### config.mk
export PLATFORM = sky130hd
export DESIGN_NAME = regfile_scoreboard
export DESIGN_NICKNAME = d
export VERILOG_FILES = /design/src/rtl/regfile_scoreboard.sv
export SDC_FILE = /design/constraint.sdc
export NUM_CORES = 2
export LEC_CHECK = 0
export ABC_CLOCK_PERIOD_IN_PS = 8000
export CORE_MARGIN = 2
export CORE_UTILIZATION = 54
export DETAILED_ROUTE_END_ITERATION = 10
export PLACE_DENSITY = 0.76
export RECOVER_POWER = 25
export SLEW_MARGIN = 20
export SYNTH_ARGS = -nofsm -noshare
export SYNTH_HDL_FRONTEND = slang
export SYNTH_SLANG_ARGS = --single-unit
### constraint.sdc
create_clock -name CLK -period 8 [get_ports CLK]
set_clock_uncertainty 0.2 [all_clocks]
set_input_delay 2.4 -clock CLK [delete_from_list [all_inputs] [get_ports CLK]]
set_output_delay 2.4 -clock CLK [all_outputs]
set_load 0.05 [all_outputs]
### src/rtl/regfile_scoreboard.sv
// regfile_scoreboard: 2-read/1-write register file with per-register busy scoreboard
module regfile_scoreboard #(
  parameter int DATA_W = 32,
  parameter int ADDR_W = 5,
  parameter int BYPASS = 1
) (
  input  logic              CLK,
  input  logic              RST_N,
  input  logic [ADDR_W-1:0] A1,
  input  logic [ADDR_W-1:0] A2,
  input  logic [ADDR_W-1:0] A3,
  input  logic [DATA_W-1:0] WD3,
  input  logic              RegWrite,
  input  logic              ISSUE_EN,
  input  logic [ADDR_W-1:0] ISSUE_RD,
  output logic [DATA_W-1:0] RD1,
  output logic [DATA_W-1:0] RD2,
  output logic              BUSY1,
  output logic              BUSY2
);
  localparam int DEPTH = 2**ADDR_W;
  logic [DATA_W-1:0] regs [DEPTH];
  logic [DEPTH-1:0]  busy;
  logic [DEPTH-1:0]  set_v;
  logic [DEPTH-1:0]  clr_v;
  logic              wr_en;
  logic              fwd1;
  logic              fwd2;
  // Register 0 is never a legal target, so masking it here keeps regs[0] and busy[0] at zero forever.
  // Forwarding is gated by RST_N so reads stay zero while reset is held.
  always_comb begin
    wr_en = RegWrite && (A3 != '0);
    set_v = (ISSUE_EN && (ISSUE_RD != '0)) ? (DEPTH'(1) << ISSUE_RD) : '0;
    clr_v = wr_en ? (DEPTH'(1) << A3) : '0;
    fwd1  = (BYPASS != 0) && RST_N && wr_en && (A3 == A1);
    fwd2  = (BYPASS != 0) && RST_N && wr_en && (A3 == A2);
    RD1   = fwd1 ? WD3 : regs[A1];
    RD2   = fwd2 ? WD3 : regs[A2];
    BUSY1 = fwd1 ? 1'b0 : busy[A1];
    BUSY2 = fwd2 ? 1'b0 : busy[A2];
  end
  // Register storage: async clear, write on qualified RegWrite.
  always_ff @(posedge CLK or negedge RST_N) begin
    if (!RST_N) begin
      for (int i = 0; i < DEPTH; i++) regs[i] <= '0;
    end else if (wr_en) begin
      regs[A3] <= WD3;
    end
  end
  // Scoreboard: a completing write clears its bit, a same-edge issue re-sets it.
  always_ff @(posedge CLK or negedge RST_N) begin
    if (!RST_N) busy <= '0;
    else        busy <= (busy & ~clr_v) | set_v;
  end
endmodule
==> flow_summary.toml <==
[run_status]
status = "finished with violations"
violations = "capacitance limit, slew limit"

[timing]
setup_viol = 0
whs_ns = 0.196
worst_slew_pin_slew_ns = 4.26
hold_violations = 0
finalCriticalPeriod_ns = 7.90
relSlewSlack = -1.84
setup_tns_ns = 0
drv_slew = 388
grt_setup_unrepaired = "false"
period_share = 0.988
clock.fmax_mhz = 127
fin_ws_ns = 0.0980

[grt]
grt_pass1_vias = 38928
grt_max_degree = 173
grt_usage = 0.331
antenna_found_initial = 7
grt_pass1_wl_mm = 261
overflow = 0

[setup_path]
cp-start-kind = "input pin"
crit_fanout = 14
worstSetupPathType = "input pin to primary output"
worst-endpoint-required_ns = 5.40
crit_path_end_kind = "primary output"
arrival_ns = 5.30

[layout]
area_growth_pct = 13.8
layout.nets = 4004
instances_no_fill = 5421
post-route-util = 0.619
fillers = 7553
drive_above_1_share = 0.506

[place]
gp_congestion = 0.928
placed_cells = 5216
dpl_worst_slack_ns = 0.0817
port_buffers = 121
hpwl_mm = 113

[cts]
cts.sinks = 1056
cts-root-buf = "clkbuf_16"
clk_pin_slew_ns = 0.06
cts_made_buffers = 107
clk_latency_ns = 0.68
cts_tree = "built"
clk_path_buf_depth = 3
htreeDepth = 3

[yosys]
synth_compound_area_frac = 0.0448
async_flop_share = 1.00
syn_avg_cell_area_um2 = 14.3
syn_area_um2 = 56200
ys.flop_type = "dfrtp_1"
synthMuxAreaShare = 0.412
synth_top_family_by_area = "multiplexers"
synth-simple-area-share = 0.0350
yosys.area_share.xor_xnor = 0.00156
yosys.area_share.adder = 0
yosysSeqAreaShare = 0.470
synth-seq-cells = 1056
synth-edff-count = 0
yosys.cell_types.count = 58
syn_nets = 3985
synth_cells = 3929
yosysWarnings = 0

[detailed_routing]
top_layer = "met5"
avgRoutedWirePerCell_um = 32.6
met1Wirelength_mm = 67.5
wl_mm = 177
first_pass_iters = 6
route.met3.wl_mm = 17.0
drc = 0
drt_iter0_drc = 4501
drt-vias-per-instance = 7.07
drtAntennaViolNets = 0
routed-wl-met2_mm = 81.6
dr_total_vias = 38324

[floorplan]
die_h_um = 327
die_w_um = 327
initial_core_util = 0.544
rows = 118
dieArea_um2 = 107000
boundaryPins = 122
core_area_um2 = 103000

[min_path]
hold_path.class = "flip-flop to flip-flop"

[power]
p_leak_nw = 27.7
power.density_nw_per_um2 = 250
ir_worst_vdd_uv = 173

[flow_run]
cap_violations = 6
[what timing repair did]
action | in CTS | in global routing
endpoints found under the setup margin | 0 | 2
endpoints found under the hold margin | 0 | 0
hold buffers | 0 | 0
resized for setup | 0 | 1
buffers inserted | 0 | 0
[worst max-delay path, stage by stage]
cell and delay, ns:
clkdlybuf4s50_1 0.84, nand3b_1 0.21, buf_4 0.37, o22ai_1 0.15, or4_1 0.53, o21ai_1 0.56, buf_12 0.22
[power by group]
group          total, mW  internal (mW)  switching, mW
sequential          7.12           6.36          0.756
clock               5.30           3.10           2.20
combinational       3.58           2.04           1.55
total               16.0           11.5           4.50
[flip-flops by register name (all words and copies together) (netlist names)]
signal and flops:
regs 1024, busy 32
[worst paths after layout]
kind	start	to	slack [ns]	cells past startpoint
setup / recovery	A1[3]	RD1[17]	0.1	7
hold / removal	regs[1005]$_DFFE_PN0P_	regs[1005]$_DFFE_PN0P_	0.20	0
setup reg to reg	regs[542]$_DFFE_PN0P_	regs[542]$_DFFE_PN0P_	6.98	1
hold reg to reg	regs[1005]$_DFFE_PN0P_	regs[1005]$_DFFE_PN0P_	0.20	0
max in group asynchronous	RST_N	regs[447]$_DFFE_PN0P_	1.29	4
min in group asynchronous	RST_N	busy[26]$_DFF_PN0_	1.38	1
[placed cells by master, fill, tap and decap left out, types with 10 or more instances in the layout]
master,count
buf_4,185
nor2b_1,16
clkdlybuf4s50_1,46
a22o_1,19
nand2_1,107
or4_1,32
nor2_4,16
a211oi_1,21
dfrtp_1,1056
o21ai_1,41
buf_12,103
o22ai_1,210
mux2_1,17
clkbuf_16,111
nor3_1,67
mux2_2,1100
mux4_2,420
a21o_1,10
clkinv_2,25
a22oi_1,44
nor2_1,55
mux2i_1,111
clkbuf_1,26
clkbuf_8,23
bufinv_16,11
o21ai_0,32
nand2_2,10
[synthesized netlist by cell type, drive strengths merged, types with 17 or more instances]
library cell / n / share of area
mux2: 1117 / 0.22
dfrtp: 1056 / 0.47
mux4: 420 / 0.17
buf: 233 / 0.023
o22ai: 210 / 0.023
clkbuf: 208 / 0.014
nand2: 117 / 0.0078
mux2i: 111 / 0.020
o21ai: 73 / 0.0065
nor2: 71 / 0.0047
nor3: 69 / 0.0061
a22oi: 44 / 0.0059
or4: 32 / 0.0043
a211oi: 21 / 0.0028
a22o: 19 / 0.0030
nor2b: 17 / 0.0019
[metrics by stage]
step	cell area (µm²)	total power [mW]
6_report	64000	16.0
3_3_place_gp	60200	10.6
2_1_floorplan	56200	9.43
4_1_cts	63900	16.0
5_1_grt	64000	16.6
3_5_place_dp	60200	10.7
[cell type report]
class                           instances  area [µm²]  share of cell area
Sequential cell                      1056       26400               0.413
Antenna cell                            5        12.5            0.000196
Clock buffer                          156        3180              0.0497
Timing Repair Buffer                  351        4120              0.0644
Tap cell                             1380        1730              0.0270
Multi-Input combinational cell       2429       28000               0.437
Inverter                                3        11.3            0.000176
Clock inverter                         41         523             0.00818
[routing by layer]
layer	global-route usage	vias to the layer above
met1	0.449	20257
met2	0.505	2348
met3	0.0720	572
met4	0.174	8
li1	-	15139
met5	0	-
[kinds of logic after synthesis]
kind of cell,Yosys count
flops,1056
mux,1648
compound gates,391
buf+inv,444
xor+xnor,10
simple gates,380
Note: power is estimated with default switching activity, not from simulation.
